### config.mk
export PLATFORM = sky130hd
export DESIGN_NAME = timer_peripheral
export DESIGN_NICKNAME = d
export VERILOG_FILES = /design/src/rtl/timer_peripheral.sv
export SDC_FILE = /design/constraint.sdc
export NUM_CORES = 1
export LEC_CHECK = 0
export CORE_UTILIZATION = 42
export CTS_BUF_LIST = sky130_fd_sc_hd__clkbuf_8 sky130_fd_sc_hd__clkbuf_16
export DETAILED_ROUTE_END_ITERATION = 7
export PLACE_DENSITY = 0.69
export SLEW_MARGIN = 20
export SYNTH_ARGS = -nofsm -noshare
export SYNTH_HDL_FRONTEND = slang
export SYNTH_SLANG_ARGS = --single-unit
### constraint.sdc
create_clock -name clk -period 2 [get_ports clk]
set_clock_uncertainty 0.05 [all_clocks]
set_input_delay 0.2 -clock clk [delete_from_list [all_inputs] [get_ports clk]]
set_output_delay 0.2 -clock clk [all_outputs]
set_load 0.1 [all_outputs]
### src/rtl/timer_peripheral.sv
// ---------------------------------------------------------------------------
// timer_peripheral
//
// Memory-mapped I/O block on the CPU data-memory bus.
// It contains the following registers:
//   - an interval timer (TH / TL / TCON) that raises a level interrupt on overflow
//   - an LED output register
//   - a registered switch input
//   - a 7-segment digit register
//   - a free-running tick counter
//
// Register map (word offsets from BASE_ADDR):
//   0x00 TH      R/W  reload value
//   0x04 TL      R/W  counter
//   0x08 TCON    R/W  [0] enable, [1] irq enable, [2] irq status
//   0x0C led     R/W
//   0x10 switch  RO   switch value sampled one cycle earlier
//   0x14 digi    R/W  {AN[3:0], seg[7:0]}
//   0x18 systick RO
//
// Ports:
//   clk     system clock
//   reset   asynchronous active-low reset
//   rd, wr  read / write strobes from the MEM stage
//   addr    byte address (word aligned; addr[1:0] ignored)
//   wdata   store data
//   rdata   combinational load data (0 when not reading a mapped register)
//   switch  board switches
//   led     LED register
//   digi    digit register
//   irqout  registered timer interrupt request
// ---------------------------------------------------------------------------
module timer_peripheral #(
  parameter logic [31:0] BASE_ADDR = 32'h4000_0000,
  parameter int          LED_W     = 8,
  parameter int          SW_W      = 8,
  parameter int          DIGI_W    = 12
) (
  input  logic              clk,
  input  logic              reset,
  input  logic              rd,
  input  logic              wr,
  input  logic [31:0]       addr,
  input  logic [31:0]       wdata,
  output logic [31:0]       rdata,
  input  logic [SW_W-1:0]   switch,
  output logic [LED_W-1:0]  led,
  output logic [DIGI_W-1:0] digi,
  output logic              irqout
);

  // Word offsets within the peripheral window
  localparam logic [5:0] OFF_TH   = 6'd0;
  localparam logic [5:0] OFF_TL   = 6'd1;
  localparam logic [5:0] OFF_TCON = 6'd2;
  localparam logic [5:0] OFF_LED  = 6'd3;
  localparam logic [5:0] OFF_SW   = 6'd4;
  localparam logic [5:0] OFF_DIGI = 6'd5;
  localparam logic [5:0] OFF_TICK = 6'd6;

  logic [31:0]       th_q,   th_d;
  logic [31:0]       tl_q,   tl_d;
  logic [2:0]        tcon_q, tcon_d;
  logic [LED_W-1:0]  led_q,  led_d;
  logic [DIGI_W-1:0] digi_q, digi_d;
  logic [SW_W-1:0]   sw_q,   sw_d;
  logic [31:0]       tick_q, tick_d;
  logic              irq_q,  irq_d;

  logic       regHit;
  logic [5:0] wordSel;
  logic       overflow;
  logic       statusSet;
  logic [1:0] unusedAddrBits;

  assign regHit         = (addr[31:8] == BASE_ADDR[31:8]);
  assign wordSel        = addr[7:2];
  assign unusedAddrBits = addr[1:0];

  // Overflow is judged on the current TL, so a same-edge CPU write to TL
  // still lets the status bit set while the write value wins the counter.
  assign overflow  = tcon_q[0] && (tl_q == 32'hFFFF_FFFF);
  assign statusSet = overflow && tcon_q[1];

  // Next-state logic: timer behaviour first, then CPU writes override.
  // A TCON write ORs in a coinciding status event so an overflow is never lost.
  // A TH write does not affect a reload on the same edge, since the reload
  // reads th_q.
  always_comb begin
    th_d   = th_q;
    tl_d   = tl_q;
    tcon_d = tcon_q;
    led_d  = led_q;
    digi_d = digi_q;
    sw_d   = switch;
    tick_d = tick_q + 32'd1;
    irq_d  = tcon_q[1] & tcon_q[2];

    if (tcon_q[0]) begin
      tl_d = overflow ? th_q : (tl_q + 32'd1);
    end
    if (statusSet) begin
      tcon_d[2] = 1'b1;
    end

    if (wr && regHit) begin
      case (wordSel)
        OFF_TH:   th_d   = wdata;
        OFF_TL:   tl_d   = wdata;
        OFF_TCON: tcon_d = {wdata[2] | statusSet, wdata[1:0]};
        OFF_LED:  led_d  = wdata[LED_W-1:0];
        OFF_DIGI: digi_d = wdata[DIGI_W-1:0];
        default:  ;
      endcase
    end
  end

  // State register: asynchronous clear of every register on reset low
  always_ff @(posedge clk or negedge reset) begin
    if (!reset) begin
      th_q   <= '0;
      tl_q   <= '0;
      tcon_q <= '0;
      led_q  <= '0;
      digi_q <= '0;
      sw_q   <= '0;
      tick_q <= '0;
      irq_q  <= 1'b0;
    end else begin
      th_q   <= th_d;
      tl_q   <= tl_d;
      tcon_q <= tcon_d;
      led_q  <= led_d;
      digi_q <= digi_d;
      sw_q   <= sw_d;
      tick_q <= tick_d;
      irq_q  <= irq_d;
    end
  end

  // Combinational read mux. On rd and wr together this shows the pre-write value.
  always_comb begin
    rdata = 32'h0;
    if (rd && regHit) begin
      case (wordSel)
        OFF_TH:   rdata = th_q;
        OFF_TL:   rdata = tl_q;
        OFF_TCON: rdata = {29'h0, tcon_q};
        OFF_LED:  rdata = 32'(led_q);
        OFF_SW:   rdata = 32'(sw_q);
        OFF_DIGI: rdata = 32'(digi_q);
        OFF_TICK: rdata = tick_q;
        default:  rdata = 32'h0;
      endcase
    end
  end

  assign led    = led_q;
  assign digi   = digi_q;
  assign irqout = irq_q;

endmodule

[Word-level counts from Yosys, hierarchy flattened]
Cells that the tools add are included.
Operators by class
  $add $sub $neg: 2
  equal/unequal tests: 8
  muxes and demuxes: 9
  bitwise logic cells: 2
  reductions and logical operators: 9
Operator list (number)
  $pmux W32 S7: 1
  $mux W32: 5
  $add A32 B1 Y32 const B: 2
  $eq A32 B32 Y1 const B: 1
  $eq A24 B23 Y1 const B: 1
  $eq A6 B3 Y1 const B: 3
  $eq A6 B2 Y1 const B: 2
  $reduce_and A2 Y1: 4
  $eq A6 B1 Y1 const B: 1
  $logic_not A6 Y1: 1
  $mux W3: 2
  $logic_and A1 B1 Y1: 4
  $and A1 B1 Y1: 1
  $mux W1: 1
  $or A1 B1 Y1: 1
Word-level totals
  register bits after elaboration: 128
  word-level logic and storage cells: 39

[Depth between registers and ports, before layout]
  depth in word-level cells: 6
  mapped depth: 8
  depth with buffers taken out: 7

[Worst setup path before layout]
Ideal clock, no wire load.
  path type: input -> output
  from: input port addr[5]
  to: output port rdata[1]
  arrival: 3.097 ns
  required time: 1.750 ns
  path slack: -1.347 ns
  stages: 6
  buffers on the path: 2
  cells stage by stage: or3_1 -> clkbuf_1 -> nor3_1 -> buf_2 -> a22oi_1 -> a31oi_1
Between the ends
  longest elaborated chain between the ends: 3
  elaborated cells between the ends (all ways): 9
Ends and longest elaborated chain
  from (decl): line 43  | input logic [31:0] addr,
  $eq A6 B3 Y1, or another cell as far along: line 145  | case (wordSel)
  $pmux W32 S7 *: line 145
  $mux W32 *: line 144  | if (rd && regHit) begin
  to (decl): line 45  | output logic [31:0] rdata,
Every way passes the cells marked *; elsewhere a longest branch is shown, timed or not.

[Final worst setup path]
  from: input port addr[7]
  to: output port rdata[22]
The elaborated chain is that of the path after synthesis.

==> flow_metrics.tcl <==
set metrics [dict create \
    status "finished with violations" \
    failed_checks "negative setup slack" \
    fin_crit_sh 1.10 \
    synthFlopType "dfrtp_1" \
    cts_tree "yes" \
    track_usage 0.284 \
    layout_common_cells "buf_4, dfrtp_1, nand2_1" \
    drc 0 \
    die_x_um 132 \
    fmax_mhz 456 \
    leakagePower_nw 5.00 \
    wl_per_cell_um 21.2 \
    synth_fp_nets 768 \
    min_path_type "in2reg" \
    routed_wl_mm 25.0 \
    crit_fanout 6 \
    period_needed_ns 2.19 \
    tns_ns -5.23 \
    dr.pass1.iters 6 \
    clockBufferDepth 2 \
    grt_overflow 0 \
    die_y_um 132 \
    diodes 0 \
    clock_sinks 128 \
    synth_edf_count 0 \
    final_antenna_net_count 0 \
    slew_viol_final 0 \
    rows 47 \
    slew_headroom 0.485 \
    syn_to_final_growth_pct 60.4 \
    utilization 0.687 \
    crit_type "in2out" \
    clk_pin_slew_ns 0.06 \
    grt_pass1_vias 7132 \
    antenna_found_initial 0 \
    worst_pin_slew_ns 0.772 \
    grt_start_max_net_pins 129 \
    synth_area_leaders "dfrtp_1, mux2_4, nand2_1, xnor2_1, a222oi_1" \
    p_sw_mw 1.44 \
    hold_violations 0 \
    hpwl_mm 15.9 \
    n_fill_cell 1160 \
    core_um2 16500 \
    final_common_cell "buf_4" \
    cp_data_arrival_time_ns 1.94 \
    yosys_warnings 0 \
    yosysSeqAreaShare 0.453 \
    start_util 0.428 \
    rsz0062_at_grt "yes" \
    cts-root-buf "clkbuf_16" \
    critPathCaptureType "primary output" \
    ys_ff_latch 128 \
    ir_drop_v 0.000663 \
    clockPowerShare 0.501 \
    syn_inst 690 \
    max_cap_viol_count 0 \
    drive_gt1_frac 0.424 \
    cp-start-kind "input pin" \
    netlist_area_um2 7080 \
    swShare 0.247 \
    vias_per_cell 5.98 \
    io_pins 129 \
    cts_max_level 4 \
    grt_pass1_wl_mm 38.2 \
    cp.required_ns 1.75 \
    synth_area_leader_cell "dfrtp_1" \
    p_seq_frac 0.447 \
    numCtsBuffers 17 \
    ys_types 58 \
    die-area_um2 17400 \
    insertion_delay_ns 0.44 \
    pwr-share-comb 0.052 \
    synth_top_area_share 0.453 \
    finalSetupViolations 40 \
    synth_area_per_cell_um2 10.3 \
    register_area_um2 3200 \
    multi_input_area_um2 4260 \
    drt_iter0_drc 910 \
    gp_congestion 0.904 \
    port-buffer-count 126 \
    internal-power_mw 4.38 \
    fin_nets 1027 \
    powerDensity_nw_per_um2 513 \
    holdWs_ns 0.148 \
    synthArstFlopShare 1.00 \
    setup_ws_ns -0.194 \
    vias 7071 \
]
## final timing paths
path	from	end	slack, ns	cells past startpoint
max	addr[7]	rdata[22]	-0.19	9
min	switch[5]	sw_q[5]$_DFF_PN0_	0.15	1
max in group asynchronous	reset	th_q[22]$_DFFE_PN0P_	0.96	3
min reg2reg	tick_q[15]$_DFF_PN0_	tick_q[15]$_DFF_PN0_	0.45	1
min in group asynchronous	reset	tick_q[18]$_DFF_PN0_	0.30	3
max reg2reg	tl_q[12]$_DFF_PN0_	tl_q[29]$_DFF_PN0_	-0.12	9
## power by group through the flow
stage	sequential [mW]	combinational (mW)	clock [mW]
3_5_place_dp	2.65	0.295	0
3_3_place_gp	2.65	0.291	0
5_1_grt	2.60	0.323	3.05
2_1_floorplan	2.65	0.0425	0
6_report	2.60	0.302	2.91
4_1_cts	2.60	0.298	2.92
## final cells by class
cell class / instances / share of cell area
sequential: 128 / 0.282
clock buffer: 18 / 0.0387
clock inverter: 14 / 0.00970
multi-input combinational: 509 / 0.375
inverter: 8 / 0.00265
tap: 220 / 0.0243
timing repair buffer: 285 / 0.267
## sequential cells by signal, summed over array words and instances (netlist names)
name    flops
tl_q       32
th_q       32
digi       12
led         8
sw_q        8
tick_q     32
irqout      1
tcon_q      3
## synthesized netlist by cell type (22+ instances only)
cell	n
a222oi_1	28
nor2_1	55
nand2_1	82
xnor2_1	33
clkbuf_1	28
nand4_1	22
a31oi_1	22
dfrtp_1	128
nand3_1	27
mux2_4	30
mux2_2	24
a21oi_1	24
## critical path, cell delays in order
cell,delay (ns)
buf_6,0.09
or3_4,0.38
or3_4,0.36
nor2_4,0.19
buf_12,0.15
buf_12,0.12
a222oi_1,0.12
nor2_4,0.15
buf_12,0.18
## metrics by stage
stage / power (mW) / instances / cell area (um2) / setup slack [ns]
after floorplan: 2.69 / 690 / 7420 / -0.335
after global placement: 2.94 / 1108 / 10000 / -0.489
after detailed placement: 2.94 / 1108 / 10000 / -0.481
after CTS: 5.82 / 1160 / 11000 / -0.270
after global routing: 5.97 / 1182 / 11400 / -0.264
final: 5.82 / 1182 / 11400 / -0.194
## cells by family (layout without fill, tap and decap cells)
| group | count (synthesis) | in the layout | share of synthesized area |
|---|---|---|---|
| muxes | 66 | 66 | 0.121 |
| AOI/OAI and AO/OA | 127 | 127 | 0.129 |
| adders and majority gates | 2 | 2 | 0.00354 |
| buffers and inverters | 53 | 325 | 0.0352 |
| and+or+nand+nor | 263 | 263 | 0.196 |
| DFF | 128 | 128 | 0.453 |
| xor gates and xnor gates | 51 | 51 | 0.0631 |
## timing repair
action | 4_1_cts | 5_1_grt
hold endpoints to repair | 128 | 0
hold buffers | 1 | 0
endpoints found under the setup margin | 60 | 97
pin swaps | 47 | 66
buffers inserted | 11 | 22
gates cloned | 8 | 5
gates resized for setup | 84 | 80
## per-layer routing
layer,routed length (um),track usage
met4,885,0.115
met1,9680,0.345
met2,12700,0.490
met5,0,0
met3,1750,0.0600
Note: power is estimated with default switching activity, not from simulation.
